==> config.mk <==
export PLATFORM = sky130hd
export DESIGN_NAME = fetch_stage
export DESIGN_NICKNAME = d
export VERILOG_FILES = /design/src/rtl/fetch_stage.sv
export SDC_FILE = /design/constraint.sdc
export NUM_CORES = 1
export LEC_CHECK = 0
export CAP_MARGIN = 30
export CORE_MARGIN = 3
export CORE_UTILIZATION = 23
export DETAILED_ROUTE_END_ITERATION = 10
export GPL_TIMING_DRIVEN = 0
export PLACE_DENSITY = 0.41
export SETUP_SLACK_MARGIN = 0.4
export SLEW_MARGIN = 10
export SYNTH_ARGS = -nofsm -noshare
export SYNTH_HDL_FRONTEND = slang
export SYNTH_SLANG_ARGS = --single-unit
export TNS_END_PERCENT = 50
==> constraint.sdc <==
create_clock -name clk -period 3 [get_ports clk]
set_clock_uncertainty 0.1 [all_clocks]
set_input_delay 0.6 -clock clk [delete_from_list [all_inputs] [get_ports clk]]
set_output_delay 0.6 -clock clk [all_outputs]
set_load 0.02 [all_outputs]
==> src/rtl/fetch_stage.sv <==
// Fetch stage of the RV64 single-cycle CPU: owns the PC, registers each fetched word
// for the decoder, and handles stall, redirect, misaligned-target fault and EBREAK halt.
module fetch_stage #(
    parameter logic [63:0] RESET_PC    = 64'h0,
    parameter logic [31:0] EBREAK_WORD = 32'h00100073,
    parameter logic [31:0] NOP_WORD    = 32'h00000013
) (
    input  logic        clk,
    input  logic        reset_n,
    output logic [63:0] pc,
    input  logic [31:0] instruction,
    input  logic        stall,
    input  logic        redirect_valid,
    input  logic [63:0] redirect_target,
    input  logic        resume,
    output logic        fetch_valid,
    output logic [63:0] fetch_pc,
    output logic [31:0] fetch_instruction,
    output logic [63:0] fetch_pc_plus4,
    output logic        misaligned_fault,
    output logic        halted,
    output logic [31:0] fetch_count
);

    typedef enum logic [1:0] {
        ST_START = 2'd0,
        ST_RUN   = 2'd1,
        ST_HALT  = 2'd2
    } state_t;

    state_t      r_state;
    state_t      w_state_next;

    logic [63:0] r_pc;
    logic        r_fetch_valid;
    logic [63:0] r_fetch_pc;
    logic [31:0] r_fetch_instruction;
    logic [63:0] r_fetch_pc_plus4;
    logic        r_misaligned_fault;
    logic [31:0] r_fetch_count;

    logic [63:0] w_pc_plus4;
    logic        w_target_aligned;
    logic        w_is_ebreak;
    logic        w_capture;
    logic        w_take_redirect;
    logic        w_set_fault;
    logic        w_clr_fault;
    logic        w_clr_valid;

    assign w_pc_plus4       = r_pc + 64'd4;
    assign w_target_aligned = (redirect_target[1:0] == 2'b00);
    assign w_is_ebreak      = (instruction == EBREAK_WORD);

    // NOTE: non-blocking assignments for all registered state so every flop
    // samples the pre-edge values regardless of statement order.
    always_ff @(posedge clk or negedge reset_n) begin
        if (!reset_n) begin
            r_state <= ST_START;
        end else begin
            r_state <= w_state_next;
        end
    end

    // NOTE: every signal gets a default before the case so no path leaves one
    // unassigned, which would otherwise infer a latch.
    always_comb begin
        w_state_next    = r_state;
        w_capture       = 1'b0;
        w_take_redirect = 1'b0;
        w_set_fault     = 1'b0;
        w_clr_fault     = 1'b0;
        w_clr_valid     = 1'b0;

        unique case (r_state)
            ST_START: begin
                w_state_next = ST_RUN;
            end

            ST_RUN: begin
                if (redirect_valid) begin
                    w_clr_valid = 1'b1;
                    if (w_target_aligned) begin
                        w_take_redirect = 1'b1;
                    end else begin
                        w_set_fault  = 1'b1;
                        w_state_next = ST_HALT;
                    end
                end else if (!stall) begin
                    // An EBREAK word is still delivered once before fetch stops.
                    w_capture = 1'b1;
                    if (w_is_ebreak) begin
                        w_state_next = ST_HALT;
                    end
                end
            end

            ST_HALT: begin
                if (!stall) begin
                    w_clr_valid = 1'b1;
                end
                if (resume) begin
                    w_clr_fault  = 1'b1;
                    w_state_next = ST_RUN;
                end
            end

            default: begin
                w_state_next = ST_START;
            end
        endcase
    end

    always_ff @(posedge clk or negedge reset_n) begin
        if (!reset_n) begin
            r_pc <= RESET_PC;
        end else if (w_take_redirect) begin
            r_pc <= redirect_target;
        end else if (w_capture) begin
            r_pc <= w_pc_plus4;
        end
    end

    always_ff @(posedge clk or negedge reset_n) begin
        if (!reset_n) begin
            r_fetch_pc          <= 64'h0;
            r_fetch_instruction <= NOP_WORD;
            r_fetch_pc_plus4    <= 64'd4;
            r_fetch_count       <= 32'h0;
        end else if (w_capture) begin
            r_fetch_pc          <= r_pc;
            r_fetch_instruction <= instruction;
            r_fetch_pc_plus4    <= w_pc_plus4;
            r_fetch_count       <= r_fetch_count + 32'd1;
        end
    end

    always_ff @(posedge clk or negedge reset_n) begin
        if (!reset_n) begin
            r_fetch_valid <= 1'b0;
        end else if (w_capture) begin
            r_fetch_valid <= 1'b1;
        end else if (w_clr_valid) begin
            r_fetch_valid <= 1'b0;
        end
    end

    // Sticky until an explicit resume out of HALT.
    always_ff @(posedge clk or negedge reset_n) begin
        if (!reset_n) begin
            r_misaligned_fault <= 1'b0;
        end else if (w_set_fault) begin
            r_misaligned_fault <= 1'b1;
        end else if (w_clr_fault) begin
            r_misaligned_fault <= 1'b0;
        end
    end

    assign pc                = r_pc;
    assign fetch_valid       = r_fetch_valid;
    assign fetch_pc          = r_fetch_pc;
    assign fetch_instruction = r_fetch_instruction;
    assign fetch_pc_plus4    = r_fetch_pc_plus4;
    assign misaligned_fault  = r_misaligned_fault;
    assign halted            = (r_state == ST_HALT);
    assign fetch_count       = r_fetch_count;

endmodule

# Word level (Yosys, flattened, before mapping)
# Index checks and enable logic that the tools add are counted.
word_totals:
  output_inout_bits: 259
  in_bits: 101
  wordCells: 48
  reg_bits: 260
classes:
  n_reduce_logical: 6
  n_eq_ne: 7
  n_mux: 25
  addsub: 2
op_table:
  columns: ["cell", "count"]
  rows:
  - ["$mux W64", 2]
  - ["$add A64 B3 Y64 const B", 1]
  - ["$add A32 B1 Y32 const B", 1]
  - ["$eq A32 B21 Y1 const B", 1]
  - ["$mux W1", 16]
  - ["$mux W2", 5]
  - ["$ne A3 B3 Y1 const B", 3]
  - ["$pmux W2 S3", 1]
  - ["$reduce_bool A2 Y1", 3]
  - ["$logic_not A2 Y1", 2]
  - ["$reduce_and A4 Y1", 1]
  - ["$eq A2 B1 Y1 const B", 1]
  - ["$eq A2 B2 Y1 const B", 1]
  - ["$ne A2 B2 Y1 const B", 1]
  - ["$pmux W1 S2", 1]

# Logic depth before layout (Yosys ltp)
logic_depth:
  depth_word: 5
  mapped_depth: 9
  ltp_nobuf: 8

# Worst setup path after synthesis
# OpenSTA, ideal clock, no wires.
synth_timing:
  path_type: "flip-flop to flip-flop"
  start: "register r_pc[15], in the netlist pc[15]"
  end: "register r_pc[55], in the netlist pc[55]"
  path_stages_with_launch: 9
  path_buffers: 2
  arrival_time_ns: 2.453
  setup_ns: 0.127
  path_slack_ns: 0.320
  synth_period_minus_slack_ns: 2.680
  cell_sequence: "dfrtp_1 buf_4 nand4_1 or4_4 or4_4 buf_6 nor4_4 xnor2_1 o21ai_1"
synth_between:
  elab_chain_cells: 3
synth_rtl:
  columns: ["item", "line", "text"]
  rows:
  - ["from (decl)", "34", "logic [63:0] r_pc;"]
  - ["from (signal assigned)", "118", "r_pc <= redirect_target;"]
  - ["from (signal assigned)", "120", "r_pc <= w_pc_plus4;"]
  - ["$add A64 B3 Y64", "51", "assign w_pc_plus4 = r_pc + 64'd4;"]
  - ["$mux W64", "119", "end else if (w_capture) begin"]
  - ["$mux W64", "117", "end else if (w_take_redirect) begin"]
# No other way between the ends. The select of a mux whose other input is x is not followed.
# A chain may end at the register's enable or synchronous reset.

# Worst setup path after layout
layout_timing:
  start: "register r_pc[5], in the netlist pc[5]"
  end: "register r_fetch_pc_plus4[59], in the netlist fetch_pc_plus4[59]"
layout_between:
  elab_chain_cells: 1
layout_rtl:
  columns: ["item", "line", "text"]
  rows:
  - ["$add A64 B3 Y64", "51", null]
  - ["to (signal assigned)", "133", "r_fetch_pc_plus4 <= w_pc_plus4;"]
  - ["to (decl)", "38", "logic [63:0] r_fetch_pc_plus4;"]
# No other way between the ends.

==> report_table.html <==
<table>
<tr><th>Metric</th><th>Value</th></tr>
<tr><th colspan="2">Route</th></tr>
<tr><td>Final routed DRC violation total</td><td>0</td></tr>
<tr><td>Antenna Nets Post-Route</td><td>0</td></tr>
<tr><td>Avg Vias per Cell</td><td>between 4 and 5</td></tr>
<tr><td>Wire length per cell</td><td>21.6 um</td></tr>
<tr><td>First-pass DRT Iterations</td><td>6</td></tr>
<tr><td>Number of design-rule violations left by the first detailed-router iteration</td><td>between 600 and 700</td></tr>
<tr><td>Total via count in the routed design</td><td>around 11,000</td></tr>
<tr><td>Total wirelength of the detailed-routed design</td><td>approximately 52,000 um</td></tr>
<tr><th colspan="2">Power and ir drop</th></tr>
<tr><td>Largest vdd supply drop</td><td>0.540 mV</td></tr>
<tr><td>Leakage power total</td><td>7.82 nW</td></tr>
<tr><td>Pwr/cell area</td><td>between 1000 and 1500 nW/um2</td></tr>
<tr><th colspan="2">Synthesis</th></tr>
<tr><td>Synth Net Count</td><td>1,346</td></tr>
<tr><td>Area fraction of the dominant cell type after synthesis</td><td>0.546</td></tr>
<tr><td>Number of flip-flops and latches in the synthesized netlist</td><td>around 260</td></tr>
<tr><td>Most used flip-flop cell after synthesis</td><td>sky130_fd_sc_hd__dfrtp_1</td></tr>
<tr><td>Largest area contributor in the netlist</td><td>sky130_fd_sc_hd__dfrtp_1</td></tr>
<tr><td>Most frequent cells after synthesis</td><td>389 x sky130_fd_sc_hd__nand2_1, 254 x sky130_fd_sc_hd__dfrtp_1, 115 x sky130_fd_sc_hd__o21ai_0, 60 x sky130_fd_sc_hd__xnor2_1, 54 x sky130_fd_sc_hd__nor2_1</td></tr>
<tr><td>Count of flip-flops with a built-in enable after synthesis</td><td>0</td></tr>
<tr><td>Async set-reset flop share out of synthesis</td><td>1.00</td></tr>
<tr><td>Top cells by area, synth</td><td>sky130_fd_sc_hd__dfrtp_1 55%, sky130_fd_sc_hd__nand2_1 13%, sky130_fd_sc_hd__o21ai_0 4.9%</td></tr>
<tr><td>Most numerous cell in the Yosys netlist</td><td>sky130_fd_sc_hd__nand2_1</td></tr>
<tr><td>Unique masters post-synth</td><td>56</td></tr>
<tr><td>Area of the mapped netlist</td><td>around 12,000 um2</td></tr>
<tr><td>Cell count after synthesis</td><td>around 1,200</td></tr>
<tr><td>Syn. warnings</td><td>0</td></tr>
<tr><td>Average footprint of a synthesized cell</td><td>9.39 um2</td></tr>
<tr><td>Post-synthesis sequential area ratio</td><td>0.555</td></tr>
<tr><th colspan="2">Clock tree</th></tr>
<tr><td>Clk sinks</td><td>around 260</td></tr>
<tr><td>Maximum clock path buffer count</td><td>3</td></tr>
<tr><td>CTS H-tree lvls</td><td>2</td></tr>
<tr><td>Num CTS Buffers</td><td>36</td></tr>
<tr><td>Clock tree from TritonCTS</td><td>yes</td></tr>
<tr><td>Buffer type at the clock tree root</td><td>sky130_fd_sc_hd__clkbuf_16</td></tr>
<tr><td>Clock-pin slew on the worst setup and hold paths</td><td>about 0.06 ns</td></tr>
<tr><td>Worst-skew pair later-pin latency</td><td>0.55 ns</td></tr>
<tr><th colspan="2">GRT</th></tr>
<tr><td>Global route overflow</td><td>0</td></tr>
<tr><td>Vias in the first global route</td><td>11,400</td></tr>
<tr><td>First-pass GRT wire length</td><td>between 70,000 and 80,000 um</td></tr>
<tr><td>Tot GR Track Use</td><td>0.190</td></tr>
<tr><td>Number of antenna violations at the first check in global routing</td><td>3</td></tr>
<tr><td>Largest net degree at the start of global routing</td><td>81</td></tr>
<tr><th colspan="2">Floorplanning</th></tr>
<tr><td>Height of the chip</td><td>231 um</td></tr>
<tr><td>Die footprint</td><td>53,300 um2</td></tr>
<tr><td>FP Rows</td><td>81</td></tr>
<tr><td>Placeable Area</td><td>a little under 50,000 um2</td></tr>
<tr><td>X dimension of the die</td><td>231 um</td></tr>
<tr><td>Initial core utilization</td><td>0.235</td></tr>
<tr><td>Number of primary I/O pins</td><td>360</td></tr>
<tr><th colspan="2">Timing</th></tr>
<tr><td>Max Freq</td><td>around 370 MHz</td></tr>
<tr><td>Final critical path time including I/O delays and setup</td><td>2.71 ns</td></tr>
<tr><td>Worst rel slew slack</td><td>0.443</td></tr>
<tr><td>Fin worst setup slack</td><td>0.293 ns</td></tr>
<tr><td>Final setup viols</td><td>0</td></tr>
<tr><td>Worst hold slack</td><td>between 0.3 and 0.4 ns</td></tr>
<tr><td>Pins over their slew limit</td><td>0</td></tr>
<tr><td>Slew @ Worst Pin</td><td>roughly 0.83 ns</td></tr>
<tr><td>Final Hold Vio Count</td><td>0</td></tr>
<tr><td>Setup repair after global routing missed its margin</td><td>yes</td></tr>
<tr><td>Fin crit share</td><td>0.902</td></tr>
<tr><th colspan="2">Finish</th></tr>
<tr><td>Final Net Count</td><td>1,796</td></tr>
<tr><td>Layout filler cell count</td><td>approximately 5,100</td></tr>
<tr><td>Signed area change from the synthesized netlist to the final layout</td><td>55.3%</td></tr>
<tr><td>Layout cell share with drive strength beyond 1</td><td>0.136</td></tr>
<tr><th colspan="2">Critical path</th></tr>
<tr><td>WP buf/inv</td><td>5</td></tr>
<tr><td>Worst setup slack for register-to-register paths</td><td>~0.3 ns</td></tr>
<tr><td>Chain of cells forming the critical path</td><td>buf_6 &gt; nand4_1 &gt; buf_6 &gt; or4_4 &gt; or4_4 &gt; buf_12 &gt; buf_12 &gt; buf_4 &gt; nor2_4 &gt; xnor2_2 &gt; o21ai_0</td></tr>
<tr><td>Data arrival time at the worst-slack endpoint</td><td>roughly 3.0 ns</td></tr>
<tr><td>Crit path max fanout</td><td>7</td></tr>
<tr><td>Critical-path cell with the highest stage delay</td><td>sky130_fd_sc_hd__or4_4</td></tr>
<tr><td>Startpoint Class</td><td>flip-flop</td></tr>
<tr><td>Category of the critical setup timing path</td><td>flip-flop to flip-flop</td></tr>
<tr><td>CP Data Required Time</td><td>3.32 ns</td></tr>
<tr><td>Delay of the slowest cell on the worst path</td><td>about 0.52 ns</td></tr>
<tr><td>Critical Path End Type</td><td>flip-flop</td></tr>
<tr><td>CP top delay family</td><td>simple AND/OR/NAND/NOR gates</td></tr>
<tr><th colspan="2">Placed design</th></tr>
<tr><td>RD Place Congestion</td><td>a little under 0.8</td></tr>
<tr><td>Count of input and output buffers</td><td>around 360</td></tr>
<tr><td>Setup slack after placement</td><td>-1.04 ns</td></tr>
<tr><td>Detailed-placement wirelength estimate</td><td>approximately 37,000 um</td></tr>
<tr><th colspan="2">Hold path</th></tr>
<tr><td>Classification of the worst-slack hold path</td><td>flip-flop to flip-flop</td></tr>
<tr><th colspan="2">Flow run</th></tr>
<tr><td>Reported max-cap violation count</td><td>0</td></tr>
<tr><th colspan="2">Status</th></tr>
<tr><td>Outcome</td><td>finished clean</td></tr>
</table>
## flip-flops by register name (all words and copies together) (netlist names)
| register | cells |
|---|---|
| fetch_pc | 64 |
| fetch_pc_plus4 | 62 |
| fetch_count | 32 |
| r_state | 2 |
| pc | 64 |
| misaligned_fault | 1 |
| fetch_valid | 1 |
| fetch_instruction | 32 |
## path summary, 6_finish.rpt
path                                             start                           endpoint  cells past startpoint
setup / recovery                     pc[5]$_DFFE_PN0P_     fetch_pc_plus4[59]$_DFFE_PN0P_                     11
hold / removal             fetch_count[31]$_DFFE_PN0P_        fetch_count[31]$_DFFE_PN0P_                      1
setup reg to reg                     pc[5]$_DFFE_PN0P_     fetch_pc_plus4[59]$_DFFE_PN0P_                     11
hold reg to reg            fetch_count[31]$_DFFE_PN0P_        fetch_count[31]$_DFFE_PN0P_                      1
max in group asynchronous                      reset_n                 pc[28]$_DFFE_PN0P_                      4
min in group asynchronous                      reset_n  fetch_instruction[21]$_DFFE_PN0P_                      2
## metal layers
layer / GRT usage / routed length [um] / vias up
li1: - / - / 5131
met4: 0.0558 / 1200 / 4
met1: 0.250 / 22800 / 5420
met5: 0 / 24 / -
met2: 0.303 / 23800 / 345
met3: 0.0580 / 3810 / 70
## per-stage QoR
step / total power, mW / utilization / setup TNS, ns / area, um2 / cells
CTS: 18.4 / 0.359 / 0 / 17800 / 2360
finish: 18.2 / 0.365 / 0 / 18100 / 2384
detailed placement: 13.8 / 0.328 / -134.54 / 16200 / 2269
global route: 19.3 / 0.365 / 0 / 18100 / 2382
floorplan: 9.54 / - / 0 / 11700 / 1240
global placement: 13.8 / 0.325 / -3131.55 / 16100 / 2263
## layout by cell type, fill, tap and decap left out, drive strengths merged, types with 4 or more instances in the layout
master           n
a22oi           36
nor2            54
buf             74
a21o             6
nand3           40
clkdlybuf4s50  359
clkinv           9
o21ai          117
nor3            25
a21oi           14
inv             21
nand4           30
dfstp            4
a221o           12
clkbuf         105
or4              4
nand2          389
dfrtp          254
and4             8
ha               5
and3             9
o311ai           7
nor4            15
xnor2           60
and2             4
xor2            30
## cell families after synthesis
| family | count (synthesis) | synth area share |
|---|---|---|
| buffers and inverters | 93 | 0.0397 |
| AO/OA/AOI/OAI | 203 | 0.108 |
| adder cells (fa/ha/maj) | 5 | 0.00538 |
| XOR/XNOR | 90 | 0.0677 |
| AND/OR/NAND/NOR | 591 | 0.224 |
| flip-flops | 258 | 0.555 |
## power by group
part | leakage, nW | total (mW) | switching (mW) | internal, mW
Clock | 0.573 | 4.15 | 1.68 | 2.47
Sequential | 3.34 | 6.05 | 1.21 | 4.85
Combinational | 3.91 | 8.04 | 4.43 | 3.61
Total | 7.82 | 18.2 | 7.31 | 10.9
## final cells by class
cell class | count | area [um2] | share of cell area
sequential | 258 | 6480 | 0.359
inverter | 18 | 67.6 | 0.00374
buffer | 75 | 463 | 0.0256
multi-input combinational | 889 | 4990 | 0.276
antenna | 2 | 5.00 | 0.000277
clock buffer | 54 | 1070 | 0.0592
timing repair buffer | 412 | 4090 | 0.226
clock inverter | 12 | 71.3 | 0.00395
tap | 664 | 831 | 0.0460
## repair_timing
item                                    in CTS  in global routing
pin swaps                                   12                 20
setup buffers                               24                 22
endpoints found under the hold margin       42                  0
hold buffers                                 1                  0
endpoints found under the setup margin     236                125
gates resized for setup                     62                 65
No activity file was read; power rests on OpenSTA's default activity.
